--- src/rtl/raycast_column_sequencer.sv ---
// raycast_column_sequencer
//   Frame-level controller for the ray-caster. On a frame request it latches
//   the player pose, then casts every screen column 0..WIDTH-1 in order over
//   a start/done handshake. Each result becomes one 20-bit frame-buffer entry
//   {bottom, top, color}.
//
//   Ports
//     clk, rst                  clock, asynchronous active-high reset
//     frame_req                 one-cycle frame render request
//     angle_in/pos_*_in/shot_in pose inputs, sampled only in LATCH
//     cast_*  (out)             start pulse, column, latched pose for the caster
//     cast_busy/done/height/color  caster status and result
//     fb_we/fb_addr/fb_data     frame-buffer write port, one write per column
//     frame_busy/frame_done     frame activity and end-of-frame pulse
//     frame_count/timeout_cnt   completed frames (wrapping), timed-out columns (saturating)
//     overrun                   sticky: request arrived while one was already pending
//
//   state   | meaning
//   S_IDLE  | waiting for frame_req
//   S_LATCH | snapshot pose, column 0
//   S_ISSUE | start pulse once the caster is not busy
//   S_WAIT  | waiting for done or the column timeout
//   S_WRITE | frame-buffer write of the current column
//   S_NEXT  | advance column or finish the frame

module raycast_column_sequencer #(
    parameter int WIDTH   = 320,
    parameter int HEIGHT  = 240,
    parameter int TIMEOUT = 4096
) (
    input  logic        clk,
    input  logic        rst,
    input  logic        frame_req,
    input  logic [79:0] angle_in,
    input  logic [15:0] pos_x_in,
    input  logic [15:0] pos_y_in,
    input  logic        shot_in,
    output logic        cast_start,
    output logic [8:0]  cast_x,
    output logic [79:0] cast_angle,
    output logic [15:0] cast_pos_x,
    output logic [15:0] cast_pos_y,
    output logic        cast_shot,
    input  logic        cast_busy,
    input  logic        cast_done,
    input  logic [7:0]  cast_height,
    input  logic [3:0]  cast_color,
    output logic        fb_we,
    output logic [8:0]  fb_addr,
    output logic [19:0] fb_data,
    output logic        frame_busy,
    output logic        frame_done,
    output logic [12:0] frame_count,
    output logic [7:0]  timeout_cnt,
    output logic        overrun
);

    localparam int               TMR_W    = $clog2(TIMEOUT + 1);
    localparam logic [8:0]       LAST_COL = 9'(WIDTH - 1);
    localparam logic [7:0]       HEIGHT_C = 8'(HEIGHT);
    // Timer reaches zero on the TIMEOUT-th WAIT cycle.
    localparam logic [TMR_W-1:0] TMR_LOAD = TMR_W'(TIMEOUT - 1);

    typedef enum logic [2:0] {
        S_IDLE, S_LATCH, S_ISSUE, S_WAIT, S_WRITE, S_NEXT
    } state_t;

    state_t            state_q, state_d;
    logic [8:0]        col_q, col_d;
    logic [TMR_W-1:0]  tmr_q, tmr_d;
    logic [7:0]        height_q, height_d;
    logic [3:0]        color_q, color_d;
    logic [79:0]       angle_q, angle_d;
    logic [15:0]       pos_x_q, pos_x_d;
    logic [15:0]       pos_y_q, pos_y_d;
    logic              shot_q, shot_d;
    logic              pending_q, pending_d;
    logic              overrun_q, overrun_d;
    logic [12:0]       frame_count_q, frame_count_d;
    logic [7:0]        timeout_cnt_q, timeout_cnt_d;

    logic [7:0]        h_clamp, span, top, bottom;

    always_ff @(posedge clk or posedge rst) begin
        if (rst) begin
            state_q       <= S_IDLE;
            col_q         <= '0;
            tmr_q         <= '0;
            height_q      <= '0;
            color_q       <= '0;
            angle_q       <= '0;
            pos_x_q       <= '0;
            pos_y_q       <= '0;
            shot_q        <= 1'b0;
            pending_q     <= 1'b0;
            overrun_q     <= 1'b0;
            frame_count_q <= '0;
            timeout_cnt_q <= '0;
        end else begin
            state_q       <= state_d;
            col_q         <= col_d;
            tmr_q         <= tmr_d;
            height_q      <= height_d;
            color_q       <= color_d;
            angle_q       <= angle_d;
            pos_x_q       <= pos_x_d;
            pos_y_q       <= pos_y_d;
            shot_q        <= shot_d;
            pending_q     <= pending_d;
            overrun_q     <= overrun_d;
            frame_count_q <= frame_count_d;
            timeout_cnt_q <= timeout_cnt_d;
        end
    end

    // Line geometry from the captured result: clamp, centre, extend.
    always_comb begin
        h_clamp = (height_q > HEIGHT_C) ? HEIGHT_C : height_q;
        span    = HEIGHT_C - h_clamp;
        top     = {1'b0, span[7:1]};
        bottom  = top + h_clamp;
    end

    always_comb begin
        state_d       = state_q;
        col_d         = col_q;
        tmr_d         = tmr_q;
        height_d      = height_q;
        color_d       = color_q;
        angle_d       = angle_q;
        pos_x_d       = pos_x_q;
        pos_y_d       = pos_y_q;
        shot_d        = shot_q;
        pending_d     = pending_q;
        overrun_d     = overrun_q;
        frame_count_d = frame_count_q;
        timeout_cnt_d = timeout_cnt_q;
        cast_start    = 1'b0;
        fb_we         = 1'b0;
        frame_done    = 1'b0;

        // One-deep request queue. LATCH consumes the pending request, but a
        // request landing in that same cycle re-arms it.
        if (state_q == S_LATCH) begin
            pending_d = frame_req;
        end else if (state_q != S_IDLE && frame_req) begin
            pending_d = 1'b1;
            if (pending_q) begin
                overrun_d = 1'b1;
            end
        end

        case (state_q)
            S_IDLE: begin
                if (frame_req) begin
                    state_d = S_LATCH;
                end
            end
            S_LATCH: begin
                angle_d = angle_in;
                pos_x_d = pos_x_in;
                pos_y_d = pos_y_in;
                shot_d  = shot_in;
                col_d   = '0;
                state_d = S_ISSUE;
            end
            S_ISSUE: begin
                if (!cast_busy) begin
                    cast_start = 1'b1;
                    tmr_d      = TMR_LOAD;
                    state_d    = S_WAIT;
                end
            end
            S_WAIT: begin
                // done takes priority over an expiring timer
                if (cast_done) begin
                    height_d = cast_height;
                    color_d  = cast_color;
                    state_d  = S_WRITE;
                end else if (tmr_q == '0) begin
                    height_d = '0;
                    color_d  = '0;
                    if (timeout_cnt_q != 8'hFF) begin
                        timeout_cnt_d = timeout_cnt_q + 8'd1;
                    end
                    state_d = S_WRITE;
                end else begin
                    tmr_d = tmr_q - 1'b1;
                end
            end
            S_WRITE: begin
                fb_we   = 1'b1;
                state_d = S_NEXT;
            end
            S_NEXT: begin
                if (col_q < LAST_COL) begin
                    col_d   = col_q + 9'd1;
                    state_d = S_ISSUE;
                end else begin
                    frame_done    = 1'b1;
                    frame_count_d = frame_count_q + 13'd1;
                    // A request arriving in this very cycle also starts the next frame.
                    state_d = (pending_q || frame_req) ? S_LATCH : S_IDLE;
                end
            end
            default: state_d = S_IDLE;
        endcase
    end

    assign cast_x      = col_q;
    assign cast_angle  = angle_q;
    assign cast_pos_x  = pos_x_q;
    assign cast_pos_y  = pos_y_q;
    assign cast_shot   = shot_q;
    assign fb_addr     = fb_we ? col_q : 9'd0;
    assign fb_data     = fb_we ? {bottom, top, color_q} : 20'd0;
    assign frame_busy  = (state_q != S_IDLE);
    assign frame_count = frame_count_q;
    assign timeout_cnt = timeout_cnt_q;
    assign overrun     = overrun_q;

endmodule

--- config.mk ---
export PLATFORM = sky130hd
export DESIGN_NAME = raycast_column_sequencer
export DESIGN_NICKNAME = d
export VERILOG_FILES = /design/src/rtl/raycast_column_sequencer.sv
export SDC_FILE = /design/constraint.sdc
export NUM_CORES = 1
export LEC_CHECK = 0
export ABC_CLOCK_PERIOD_IN_PS = 13650
export BUFFER_PORTS_ARGS = -buffer_cell sky130_fd_sc_hd__buf_2
export CAP_MARGIN = 20
export CORE_AREA = 2 2 123 125
export CTS_BUF_LIST = sky130_fd_sc_hd__clkbuf_8
export DETAILED_ROUTE_END_ITERATION = 10
export DIE_AREA = 0 0 125 127
export GPL_TIMING_DRIVEN = 1
export HOLD_SLACK_MARGIN = 0.12
export PLACE_DENSITY = 0.86
export REMOVE_ABC_BUFFERS = 1
export SLEW_MARGIN = 20
export SYNTH_ARGS = -nofsm -noshare
export SYNTH_HDL_FRONTEND = slang
export SYNTH_SLANG_ARGS = --single-unit
export TNS_END_PERCENT = 5
--- constraint.sdc ---
create_clock -name clk -period 13.65 [get_ports clk]
set_clock_uncertainty 0.2 [all_clocks]
set_input_delay 2.0475 -clock clk [delete_from_list [all_inputs] [get_ports clk]]
set_output_delay 2.0475 -clock clk [all_outputs]
set_load 0.1 [all_outputs]
==> Word level (Yosys, flattened, before mapping) <==
Cells that the tools add are included.
{ "totals": {"reg_bits": 173, "latch_bits": 0, "ramBits": 0, "mem_bits_ro": 0, "word_cells": 79, "memories": 0} }
{ "op_classes": {"add_sub_neg": 6, "mul": 0, "div": 0, "magnitude_cmp": 2, "eq_ne": 12, "n_shift": 0, "muxes": 27, "bitwise_logic": 3, "reduce_logical": 16} }
{ "ops": {"columns": ["op", "count"], "rows": [
  ["13-bit 2-to-1 mux", 3],
  ["13-bit case mux with 2 select lines", 1],
  ["8-bit 2-to-1 mux", 3],
  ["20-bit 2-to-1 mux", 1],
  ["9-bit 2-to-1 mux", 2],
  ["3-bit case mux with 6 select lines", 1],
  ["9-bit case mux with 2 select lines", 1],
  ["13-bit by 1-bit adder with 13-bit output, second input constant", 1],
  ["13-bit logical NOT", 1],
  ["13-bit by 1-bit subtractor with 13-bit output, second input constant", 1],
  ["3-bit 2-to-1 mux", 4],
  ["2-bit inequality test, second input constant", 5],
  ["9-bit by 1-bit adder with 9-bit output, second input constant", 1],
  ["9-bit < comparator, second input constant", 1],
  ["7-bit by 8-bit adder with 8-bit output", 1],
  ["8-bit by 1-bit adder with 8-bit output, second input constant", 1],
  ["8-bit > comparator, second input constant", 1],
  ["1-bit 2-to-1 mux", 8],
  ["4-bit 2-to-1 mux", 2],
  ["8-bit inequality test, second input constant", 1],
  ["4-bit AND reduction", 2],
  ["2-bit nonzero test", 4],
  ["8-bit subtractor, first input constant", 1],
  ["3-bit by 2-bit == test with 1-bit output, second input constant", 2],
  ["other kinds (11)", 17]
]} }

==> Depth between registers and ports, before layout <==
{ "logic_depth": {"ltp_word": 5, "ltp_mapped": 15, "depth_no_buf": 12} }

==> Worst setup path before layout <==
OpenSTA, ideal clock, no wires.
{ "synth_timing": {"path_kind": "register -> output", "from": "register height_q[5]", "to": "output port fb_data[17]", "arrival_ns": 4.630, "required_ns": 11.403, "path_slack_ns": 6.772, "path_stages_with_launch": 12, "cell_sequence": "dfrtp_1 -> clkbuf_1 -> nand4_1 -> clkbuf_1 -> nand2_1 -> ha_1 -> clkbuf_1 -> o21ai_0 -> a41o_1 -> ha_1 -> o21ai_0 -> nor3b_1"} }
{ "synth_via": {"elab_chain_len": 5} }
{ "synth_rtl": {"columns": ["item", "line_no", "rtl"], "rows": [
  ["start: declaration", "71", "logic [7:0] height_q, height_d;"],
  ["start signal: assignment", "103", "height_q <= height_d;"],
  ["8-bit > comparator", "118", "h_clamp = (height_q > HEIGHT_C) ? HEIGHT_C : height_q;"],
  ["8-bit 2-to-1 mux *", "118", null],
  ["8-bit subtractor", "119", "span = HEIGHT_C - h_clamp;"],
  ["7-bit by 8-bit adder with 8-bit output *", "121", "bottom = top + h_clamp;"],
  ["20-bit 2-to-1 mux *", "216", "assign fb_data = fb_we ? {bottom, top, color_q} : 20'd0;"],
  ["end: declaration", "50", "output logic [19:0] fb_data,"]
]} }
Mark *: on every way between the ends. The rest lies on a longest branch, timed or not.

==> Worst setup path after layout <==
{ "layout_timing": {"from": "register height_q[4]", "to": "output port fb_data[19]"} }
The elaborated chain is that of the path after synthesis.

==> parameters.txt <==
Parameter                              Value

Setup path
  Req. time, crit path ... around 11000 ps
  Endpoint arrival time on the critical path ... ~4700 ps
  Maximum fanout along the worst path ... 21
  Element type at the critical path end ... output port
  End of the worst register-to-register path ... cast_x[4]
  Setup slack of the worst register-to-register path ... about 11000 ps
  Worst Path Class, Setup ... register to output port
  Critical path startpoint ... height_q[4]
  R2R cell count ... 6
  Worst reg2reg path startpoint ... state_q[2]
  Startpoint class of the critical path ... register

Hold path
  Path category of the worst min-delay check ... register to register
  Startpoint of the tightest hold check path ... cast_angle[16]
  Hold Crit Endpoint ... cast_angle[16]
  Cell count of the worst hold path ... 2

Synthesis
  Top flip-flop cell by instance count after synthesis ... dfrtp_1
  Post-Synthesis Cell Area ... about 7700 µm²
  Synthesized flop and latch total ... about 170
  Mean instance size in the synthesized netlist ... 8.97 µm²
  Gate Count Post-Synth ... around 860
  Count of warnings emitted by yosys ... 0
  Count of different cell masters after synthesis ... approximately 60
  Async set or reset register ratio after synthesis ... 1.00
  Share of synthesized area occupied by flip-flops and latches ... 0.562
  Count of flip-flops with a built-in enable after synthesis ... 0

Die
  Initial Utilization ... 0.534
  Rows ... 44
  Die width ... between 100 and 150 µm
  Boundary Pins ... 307
  CORE AREA ... about 14000 µm²
  Y dimension of the die ... ~130 µm
  DIE AREA ... 15900 µm²

Clock network
  Worst skew pair latency ... roughly 450 ps
  Clock tree from TritonCTS ... yes
  Clock edge transition at the registers on the reported setup and hold paths ... approximately 90 ps
  Post-cts sizing count ... 0
  H-tree Lvls ... 4
  Number of clock sinks ... around 170
  Total of hold buffers inserted after clock tree synthesis ... 0
  Number of buffers created by CTS ... 17
  CTS Buffer Depth ... 2
  Number of setup buffers added after CTS ... 0
  Clk Tree Root Cell ... clkbuf_8

Drt
  Routed wire length ... approximately 21000 µm
  Antenna-violating nets left ... 0
  Vias ... around 7000
  Post-detailed-route DRC marker count ... 0
  Avg Vias per Cell ... between 5 and 6
  DRT iter0 DRCs ... between 400 and 500
  Drt first pass iters ... 5
  Final routed wire length divided by cell count ... approximately 16 µm

Timing
  Setup TNS after final layout ... 0 ps
  Part of the cycle the worst path needs ... 0.508
  Worst-Margin Slew ... around 1000 ps
  Minimum clock period after layout ... ~6900 ps
  Hold violation count in the final report ... 0
  Max-slew violation count ... 0
  Fmax ... roughly 140 MHz
  Max-Slew Margin vs Limit ... 0.301
  Setup repair after global routing missed its margin ... false
  Number of failing setup endpoints in the final timing report ... 0

Placed design
  Detailed placement HPWL ... approximately 16000 µm
  IO Port Bufs ... 305
  Final RePlAce weighted congestion ... between 0.9 and 1

Finish
  Most common cell after layout, fill and taps aside ... nand2_1
  Fraction of final layout cells sized beyond drive strength 1 ... 0.303
  Layout Nets ... about 1300
  Area grow syn2layout ... 26.2%
  Leading cell types in the layout, fill and taps excluded ... 382 x nand2_1, 305 x buf_2, 173 x dfrtp_1, 24 x and3_1, 24 x xnor2_1

Outcome
  Outcome ... finished clean

Global route
  Vias in the first global route ... just under 7000
  Antenna violations before repair ... 3
  Total Routing Usage GR ... 0.266
  Largest net degree at the start of global routing ... a little over 100
  Total overflow reported by the global router ... 0
  Global-route wire length before repair ... around 34000 µm

Flow run
  Number of maximum-capacitance constraint violations ... 0
==> cell usage after synthesis, types with 10 or more instances <==
| master | n | area, µm² |
|---|---|---|
| xnor2_1 | 24 | 210 |
| nor3_1 | 11 | 55.1 |
| nand3_1 | 21 | 105 |
| inv_1 | 13 | 48.8 |
| dfrtp_1 | 173 | 4330 |
| and3_1 | 24 | 150 |
| nor2_1 | 19 | 71.3 |
| o21ai_0 | 17 | 85.1 |
| a22o_1 | 13 | 114 |
| clkbuf_1 | 43 | 161 |
| nand2_1 | 383 | 1440 |
| a21oi_1 | 10 | 50.1 |
==> worst max path at each step <==
stage,endpoint,slack [ps],cells after the start
after CTS,fb_data[19],6750,12
final,fb_data[19],6710,12
after global routing,fb_data[19],6290,12
after detailed placement,fb_data[19],7270,12
after global placement,fb_data[19],7410,12
after floorplan,fb_data[17],6680,8
==> layer usage <==
layer	wire (µm)	GRT usage
met1	8630	0.332
met2	10500	0.440
met5	0	0
met3	1560	0.0670
met4	744	0.126
==> cells by family (layout without fill, tap and decap cells) <==
| logic type | count (synthesis) | in the layout | synth area share |
|---|---|---|---|
| flip-flops | 173 | 173 | 0.562 |
| multiplexers | 3 | 3 | 0.00406 |
| AO/OA/AOI/OAI | 77 | 77 | 0.0722 |
| other | 1 | 4 | 0.000487 |
| XOR/XNOR | 33 | 33 | 0.0375 |
| adder cells (fa/ha/maj) | 9 | 9 | 0.0146 |
| AND/OR/NAND/NOR | 503 | 503 | 0.280 |
| buffers and inverters | 59 | 353 | 0.0293 |
==> worst max-delay path, stage by stage (launching register included) <==
cell	delay (ps)
dfrtp_1	740
nand4_1	680
nand2_1	300
ha_1	490
o21ai_0	170
a41o_1	290
ha_1	360
o21ai_0	180
a21oi_1	60
a311oi_1	310
xor2_1	100
nor2_1	100
buf_2	440
==> flip-flops by register name, indices dropped and copies added (netlist names) <==
register and count:
cast_angle 80, cast_pos_x 16, cast_pos_y 16, cast_shot 1, cast_x 9, color_q 4
frame_count 13, height_q 8, overrun 1, pending_q 1, state_q 3, timeout_cnt 8
tmr_q 13
==> through the flow <==
stage                     hold WS (ps)  setup slack [ps]  instance area (µm²)  utilization  std cells
after floorplan                    258              6680                 7520            -        812
after global placement             253              7410                 9320        0.646       1305
after detailed placement           257              7270                 9320        0.646       1305
after CTS                          279              6750                 9710        0.673       1336
after global routing               292              6290                 9710        0.673       1339
final                              275              6710                 9710        0.673       1339
==> cell type report <==
| cell class | count | area, µm² |
|---|---|---|
| Inverter | 13 | 53.8 |
| Clock inverter | 11 | 108 |
| Fill cell | 1151 | 4710 |
| Sequential cell | 173 | 4330 |
| Multi-Input combinational cell | 626 | 3150 |
| Tap cell | 184 | 230 |
| Timing Repair Buffer | 309 | 1560 |
| Clock buffer | 20 | 275 |
| Antenna cell | 3 | 7.51 |
Power is not shown: default switching activity piles up to over one toggle a cycle in this logic, so the estimate is an artifact.
